==> src/rtl/pp_accum_pkg.sv <==
// Shared definitions for the serial partial-product accumulator.
//   - Geometry constants for partial-product width, limb radix and group layout.
//   - state_e: sequencer states (accumulate a group, present a group sum).
//   - pp_offset(): bit offset of a partial product from its group and slot.
package pp_accum_pkg;

   localparam int unsigned SIZE       = 43;
   localparam int unsigned RADIX      = 78;
   localparam int unsigned ACC_W      = 2 * RADIX;
   localparam int unsigned N_GRP      = 3;
   localparam int unsigned GRP_LEN    = 5;
   localparam int unsigned SLOT_SHIFT = 17;
   localparam int unsigned GRP_SHIFT  = 26;

   localparam int unsigned GRP_W  = 2;
   localparam int unsigned SLOT_W = 3;
   // Largest offset is 2*26 + 4*17 = 120, which fits in 7 bits.
   localparam int unsigned OFF_W  = 7;

   localparam logic [GRP_W-1:0]  LAST_GRP  = GRP_W'(N_GRP - 1);
   localparam logic [SLOT_W-1:0] LAST_SLOT = SLOT_W'(GRP_LEN - 1);

   typedef enum logic {
      StAccum,
      StOut
   } state_e;

   function automatic logic [OFF_W-1:0] pp_offset(input logic [GRP_W-1:0]  grp,
                                                  input logic [SLOT_W-1:0] slot);
      int unsigned off;
      off = GRP_SHIFT * 32'(grp) + SLOT_SHIFT * 32'(slot);
      return OFF_W'(off);
   endfunction

endpackage

==> src/rtl/pp_align_shift.sv <==
// Aligns one partial product to its bit offset inside the group accumulator.
// Ports:
//   pp_data  in   SIZE   partial product
//   offset   in   OFF_W  left-shift amount (0..120)
//   aligned  out  ACC_W  zero-extended, shifted value; bits beyond ACC_W are dropped
module pp_align_shift
   import pp_accum_pkg::*;
(
   input  logic [SIZE-1:0]  pp_data,
   input  logic [OFF_W-1:0] offset,
   output logic [ACC_W-1:0] aligned
);

   always_comb begin
      aligned = ACC_W'(pp_data) << offset;
   end

endmodule

==> src/rtl/pp_accum_seq.sv <==
// Serial accumulator for the 15 partial products of one wide multiply.
// Each group of 5 beats is aligned and summed into a 2*RADIX-bit group sum
// with a single shared adder, then presented on a valid/ready result stream.
// Ports:
//   clk, rst              clock, synchronous active-high reset
//   flush                 synchronous abort back to reset values
//   pp_valid/pp_ready     partial-product input handshake
//   pp_data               partial product, index order 0..14
//   res_valid/res_ready   group-sum output handshake
//   res_data              group sum (mod 2^ACC_W)
//   res_grp, res_last     group index of res_data; high for the final group
//   busy                  an operation is partially consumed or a sum is pending
module pp_accum_seq
   import pp_accum_pkg::*;
(
   input  logic             clk,
   input  logic             rst,
   input  logic             flush,
   input  logic             pp_valid,
   output logic             pp_ready,
   input  logic [SIZE-1:0]  pp_data,
   output logic             res_valid,
   input  logic             res_ready,
   output logic [ACC_W-1:0] res_data,
   output logic [1:0]       res_grp,
   output logic             res_last,
   output logic             busy
);

   state_e              state_q, state_d;
   logic [GRP_W-1:0]    grp_q, grp_d;
   logic [SLOT_W-1:0]   slot_q, slot_d;
   logic [ACC_W-1:0]    acc_q, acc_d;

   logic [OFF_W-1:0]    offset;
   logic [ACC_W-1:0]    aligned;
   logic [ACC_W-1:0]    acc_base;
   logic                pp_fire;
   logic                res_fire;

   always_comb begin
      offset = pp_offset(grp_q, slot_q);
   end

   pp_align_shift u_align (
      .pp_data (pp_data),
      .offset  (offset),
      .aligned (aligned)
   );

   assign pp_fire  = pp_valid && (state_q == StAccum);
   assign res_fire = res_ready && (state_q == StOut);
   // Slot 0 starts a fresh group, so the previous sum is discarded rather than cleared.
   assign acc_base = (slot_q == '0) ? '0 : acc_q;

   always_comb begin
      state_d = state_q;
      grp_d   = grp_q;
      slot_d  = slot_q;
      acc_d   = acc_q;

      unique case (state_q)
         StAccum: begin
            if (pp_fire) begin
               acc_d = acc_base + aligned;
               if (slot_q == LAST_SLOT) begin
                  slot_d  = '0;
                  state_d = StOut;
               end else begin
                  slot_d = slot_q + SLOT_W'(1);
               end
            end
         end
         StOut: begin
            if (res_fire) begin
               state_d = StAccum;
               grp_d   = (grp_q == LAST_GRP) ? '0 : grp_q + GRP_W'(1);
            end
         end
         default: begin
            state_d = StAccum;
         end
      endcase

      if (flush) begin
         state_d = StAccum;
         grp_d   = '0;
         slot_d  = '0;
         acc_d   = '0;
      end
   end

   always_ff @(posedge clk) begin
      if (rst) begin
         state_q <= StAccum;
         grp_q   <= '0;
         slot_q  <= '0;
         acc_q   <= '0;
      end else begin
         state_q <= state_d;
         grp_q   <= grp_d;
         slot_q  <= slot_d;
         acc_q   <= acc_d;
      end
   end

   // All outputs decode registered state only; no input-to-output paths.
   assign pp_ready  = (state_q == StAccum);
   assign res_valid = (state_q == StOut);
   assign res_data  = acc_q;
   assign res_grp   = grp_q;
   assign res_last  = (grp_q == LAST_GRP);
   assign busy      = (state_q == StOut) || (grp_q != '0) || (slot_q != '0);

endmodule

==> config.mk <==
export PLATFORM = sky130hd
export DESIGN_NAME = pp_accum_seq
export DESIGN_NICKNAME = d
export VERILOG_FILES = /design/src/rtl/pp_accum_pkg.sv /design/src/rtl/pp_align_shift.sv /design/src/rtl/pp_accum_seq.sv
export SDC_FILE = /design/constraint.sdc
export NUM_CORES = 1
export LEC_CHECK = 0
export BUFFER_PORTS_ARGS = -buffer_cell sky130_fd_sc_hd__buf_4
export CAP_MARGIN = 20
export CORE_UTILIZATION = 40
export CTS_BUF_LIST = sky130_fd_sc_hd__clkbuf_8
export DETAILED_ROUTE_END_ITERATION = 10
export GPL_ROUTABILITY_DRIVEN = 0
export PLACE_DENSITY = 0.66
export SLEW_MARGIN = 20
export SYNTH_ARGS = -nofsm -noshare
export SYNTH_HDL_FRONTEND = slang
export SYNTH_HIERARCHICAL = 1
export SYNTH_SLANG_ARGS = --single-unit
==> constraint.sdc <==
create_clock -name clk -period 14.2 [get_ports clk]
set_clock_uncertainty 0.2 [all_clocks]
set_input_delay 2.13 -clock clk [delete_from_list [all_inputs] [get_ports clk]]
set_output_delay 2.13 -clock clk [all_outputs]
set_load 0.05 [all_outputs]
== Word level (Yosys, flattened, before mapping) ==
Index checks and enable logic that the tools add are counted.

* Word-level logic and storage cells: 31
* Register bits: 162
* Output and inout port bits: 162

* Reduce and logical (&&, ||, !) cells: 10
* Multiplexer cells: 7
* Bitwise logic cells: 1
* Shifts and indexed selects: 1
* Multipliers: 2
* $add $sub $neg: 4
* Eq/ne operators: 2

{| class="wikitable"
|+ Operators with widths
! cell !! count
|-
| 156-bit adder || 1
|-
| 156-bit two-way mux || 1
|-
| 43-bit by 7-bit << shifter with 156-bit output || 1
|-
| 7-bit adder || 1
|-
| 5-bit by 3-bit multiplier with 7-bit output (first input constant) || 1
|-
| 4-bit by 2-bit multiplier with 6-bit output (first input constant) || 1
|-
| 2-bit AND reduction || 2
|-
| 3-bit by 1-bit adder with 3-bit output (second input constant) || 1
|-
| 3-bit == test (second input constant) || 1
|-
| 3-bit zero test || 1
|-
| 1-bit two-way mux || 3
|-
| 3-bit two-way mux || 1
|-
| 3-bit nonzero test || 1
|-
| 2-bit by 1-bit adder with 2-bit output (second input constant) || 1
|-
| 2-bit == test (second input constant) || 1
|-
| 1-bit logical AND || 2
|-
| 1-bit logical OR || 2
|-
| 2-bit two-way mux || 1
|-
| 1-bit case mux with 2 select lines || 1
|-
| 2-bit nonzero test || 1
|-
| 2-bit OR reduction || 1
|-
| 1-bit NOT || 1
|}

== Depth between registers and ports, before layout ==
* Word-level depth: 4
* Gate-level depth with buffers: 26

== Cells and area by module ==
The synthesis kept the hierarchy.

{| class="wikitable"
|+ Modules (own cells, without submodules)
! module !! cells each !! area each (µm²) !! seq. area each (µm²) !! times used
|-
| pp_accum_seq || 2587 || 17656.9 || 3243.1 || 1
|-
| pp_align_shift || 565 || 4540.6 || 0.0 || 1
|}

== Worst setup path before layout ==
OpenSTA, ideal clock, no wires.

* Path kind: input -> register
* From: input pp_data[10]
* To: register acc_q[148], in the netlist res_data[148]
* Slack: 7.379 ns
* Data arrival time: 6.559 ns
* Stages on the path: 17
* Data required time: 13.937 ns
* Cells stage by stage: mux4_2 > mux2_2 > mux2_4 > a22oi_2 > nor2_1 > ha_1 > buf_2 > nand2_1 > or3_1 > or3_4 > a2111oi_4 > nor3b_2 > or4b_4 > a2111oi_4 > o21ai_2 > a2111o_1 > nand3_1

* Word-level cells in the longest chain between the ends: 2

{| class="wikitable"
|+ Ends and longest elaborated chain
! element !! line !! source
|-
| from (decl) || pp_accum_seq.sv:21 || <nowiki>input logic [SIZE-1:0] pp_data,</nowiki>
|-
| 43-bit by 7-bit << shifter with 156-bit output || pp_align_shift.sv:15 || <nowiki>aligned = ACC_W'(pp_data) << offset;</nowiki>
|-
| named net aligned[21] || pp_accum_seq.sv:36 || <nowiki>logic [ACC_W-1:0] aligned;</nowiki>
|-
| 156-bit adder || pp_accum_seq.sv:65 || <nowiki>acc_d = acc_base + aligned;</nowiki>
|-
| to (signal assigned) || pp_accum_seq.sv:98 || <nowiki>acc_q <= '0;</nowiki>
|-
| to (signal assigned) || pp_accum_seq.sv:103 || <nowiki>acc_q <= acc_d;</nowiki>
|-
| to (decl) || pp_accum_seq.sv:33 || <nowiki>logic [ACC_W-1:0] acc_q, acc_d;</nowiki>
|}

The timed path passes the listed nets, and every way through them passes these cells.
A chain may end at the register's enable or synchronous reset.

== Final worst setup path ==
* From: register grp_q[1], in the netlist res_grp[1]
* To: register acc_q[147], in the netlist res_data[147]

* Word-level cells in the longest chain between the ends: 4

{| class="wikitable"
|+ Ends and longest elaborated chain
! element !! line !! source
|-
| from (decl) || pp_accum_seq.sv:31 || <nowiki>logic [GRP_W-1:0] grp_q, grp_d;</nowiki>
|-
| from (signal assigned) || pp_accum_seq.sv:101 || <nowiki>grp_q <= grp_d;</nowiki>
|-
| 4-bit by 2-bit multiplier with 6-bit output || pp_accum_pkg.sv:31 || <nowiki>off = GRP_SHIFT * 32'(grp) + SLOT_SHIFT * 32'(slot);</nowiki>
|-
| 7-bit adder || pp_accum_pkg.sv:31 ||
|-
| named net offset[3] || pp_accum_seq.sv:35 || <nowiki>logic [OFF_W-1:0] offset;</nowiki>
|-
| 43-bit by 7-bit << shifter with 156-bit output || pp_align_shift.sv:15 ||
|-
| named net aligned[20] || pp_accum_seq.sv:36 ||
|-
| 156-bit adder || pp_accum_seq.sv:65 ||
|}

The timed path passes the listed nets, and every way through them passes these cells.

==> results.py <==
metrics = {
    "run_status": {
        "status": "completed",
    },
    "clocking": {
        "cts.clk_slew.worst_paths_ps": 130,
        "ctsLongestPathBuffers": 2,
        "post_cts_buffers": 0,
        "cts_tree": "yes",
        "cts_buffers": 17,
        "ctsResizeCount": 0,
        "clk-insertion-delay-late_ps": 610,
        "cts_root_buf": "clkbuf_8",
        "cts_sinks": 162,
        "hold_buffers": 0,
        "cts_max_level": 4,
    },
    "setup_path": {
        "worstReg2RegStart": "res_grp[1]$_SDFFE_PP0P_",
        "cp_cell_sequence": "ha_1 > ha_1 > inv_1 > fa_1 > inv_1 > buf_4 > inv_2 > mux2i_1 > a21oi_1 > nor2_1 > ha_1 > and4_1 > nand3_1 > or3_1 > a31oi_1 > o2111ai_1 > a2111oi_2 > o2111ai_1 > a21oi_1 > o211ai_1 > a2111o_1 > a31oi_1",
        "crit_path_start": "res_grp[1]$_SDFFE_PP0P_",
        "cp-end-kind": "flip-flop",
        "path_max_fanout": 39,
        "critPathKind": "reg2reg",
        "max_stage_delay_ps": 820,
        "crit_slowest_cell": "inv_2",
        "worstPathRequired_ps": 14510,
        "cp_common_cell": "ha_1",
        "worstSetupStartpointType": "flip-flop",
        "crit_arrival_ps": 8610,
    },
    "sta": {
        "fin_ws_ps": 5897,
        "tightestPinTransition_ps": 1079,
        "fin_crit_sh_pct": 58.47,
        "setup_viol": 0,
        "hold_violations": 0,
        "fin_tns_setup_ps": 0,
        "fmax_mhz": 120.4,
        "slew_headroom_pct": 27.14,
        "drv_slew": 0,
        "rsz0062_at_grt": "false",
        "period_needed_ps": 8303,
    },
    "detailed_routing": {
        "drt_pre_antenna_iters": 7,
        "wirelength_um": 93760,
        "drc": 0,
        "vias": 25212,
        "drt-wirelength-per-cell_um": 23.72,
        "drt_iter0_markers": 3619,
        "viasPerCell": 6.380,
        "ant_nets": 0,
    },
    "synthesis": {
        "synth.distinct_cells": 96,
        "synth_cells": 3152,
        "syn_nets": 3372,
        "synth_edf_count": 0,
        "synth_seq_area_share_pct": 14.61,
        "yosys_warnings": 6,
        "async_flop_share_pct": 0,
        "synth_flop_cell": "dfxtp_1",
        "netlist_area_um2": 22200,
        "avgSynthCellArea_um2": 7.042,
        "ys_seq_elements": 162,
    },
    "grt": {
        "grtUsageTotal_pct": 32.36,
        "grt_pass1_vias": 22697,
        "grt_max_degree": 102,
        "grt_overflow": 0,
        "grt_pass1_wl_um": 139300,
        "antenna_found_initial": 8,
    },
    "die": {
        "fp-row-count": 85,
        "coreArea_um2": 54350,
        "die_h_um": 237.6,
        "dieArea_um2": 56440,
        "fp.dieW_um": 237.6,
        "start_util_pct": 40.84,
        "ios": 210,
    },
    "power": {
        "ir_worst_vdd_v": 0.00007832,
        "finalPower_mw": 1.178,
        "powerDensity_nw_per_um2": 48.09,
        "leakage_nw": 9.851,
    },
    "final_layout": {
        "fin_nets": 3418,
        "final_cell_area_um2": 24500,
        "fin_cells": 3952,
        "final_cell_mix": "nand2_1 (486), a21oi_1 (369), buf_4 (231), nor2_1 (230), o21ai_0 (215)",
        "area_growth_pct": 10.38,
        "mostFrequentLayoutCell": "nand2_1",
        "drive_gt1_share_pct": 12.93,
    },
    "job": {
        "maxCapViolCount": 0,
    },
    "min_path": {
        "hold_start": "res_data[34]$_SDFFE_PP0P_",
        "hp-class": "reg2reg",
    },
    "place": {
        "dpl_worst_slack_ps": 5782,
        "place_inst": 3918,
        "placement.io_buffers": 209,
        "dpl_cell_area_um2": 24060,
        "place_hpwl_um": 73960,
    },
}
synthesized netlist by cell type, drive strengths merged (55+ instances only):
library cell,number,area [µm²]
a21o,83,624.4
a21oi,372,1873
and2,168,1051
clkbuf,163,614.3
dfxtp,162,3243
ha,170,2127
inv,69,259.0
nand2,488,1832
nand3,55,275.3
nand4,93,581.8
nor2,231,867.1
o21ai,221,1114
o22ai,62,394.1
xnor2,78,683.2
per-layer routing:
| layer | GRT usage [%] | part of all wire [%] |
|---|---|---|
| met1 | 40.83 | 39 |
| met2 | 48.96 | 43 |
| met3 | 10.06 | 12 |
| met4 | 17.44 | 6.1 |
| met5 | 0.1732 | 0.057 |
report_power, final:
| part | switching (mW) | internal, mW | leakage [nW] |
|---|---|---|---|
| Sequential | 0.00509 | 0.460 | 1.31 |
| Combinational | 0.206 | 0.0968 | 8.32 |
| Clock | 0.215 | 0.195 | 0.218 |
| Total | 0.426 | 0.752 | 9.85 |
cells by family after synthesis:
group,after synthesis,synth area share [%]
AND/OR/NAND/NOR,1209,25.73
AO/OA/AOI/OAI,1068,30.36
buffers and inverters,275,5.067
adder cells (fa/ha/maj),172,9.763
flip-flops,162,14.61
multiplexers,137,9.379
XOR/XNOR,129,5.090
cell type report:
| cell class | count | area [µm²] |
|---|---|---|
| repair buffers | 231 | 1734 |
| multi-input cells | 2715 | 17890 |
| fillers | 5662 | 29840 |
| diodes | 3 | 7.507 |
| flip-flops and latches | 162 | 3244 |
| well taps | 739 | 924.6 |
| inverters | 71 | 266.5 |
| clock inverters | 13 | 186.4 |
| clock buffers | 18 | 247.7 |
final timing paths:
| kind | endpoint | slack (ps) | cells past startpoint |
|---|---|---|---|
| min reg2reg | res_data[34]$_SDFFE_PP0P_ | 260 | 2 |
| max | res_data[147]$_SDFFE_PP0P_ | 5900 | 22 |
| min | res_data[34]$_SDFFE_PP0P_ | 260 | 2 |
| max reg2reg | res_data[147]$_SDFFE_PP0P_ | 5900 | 22 |
sequential cells by signal, summed over array words and instances (netlist names):
name and count:
res_data 156, slot_q 3, res_grp 2, res_valid 1
critical path: cells and delay by family, from the launching register on:
| kind | cells | cell delay, ps |
|---|---|---|
| AO/OA/AOI/OAI | 9 | 3760 |
| adder cells (fa/ha/maj) | 4 | 1400 |
| buffers and inverters | 4 | 1150 |
| AND/OR/NAND/NOR | 4 | 940 |
| flip-flops | 1 | 410 |
| multiplexers | 1 | 320 |
per-stage QoR:
stage | utilization (%) | hold slack [ps]
after floorplan | - | 329.8
after global placement | 44.27 | 254.2
after detailed placement | 44.27 | 256.2
after CTS | 45.07 | 269.0
after global routing | 45.08 | 293.2
final | 45.08 | 264.9
(Power assumes the default switching activity.)
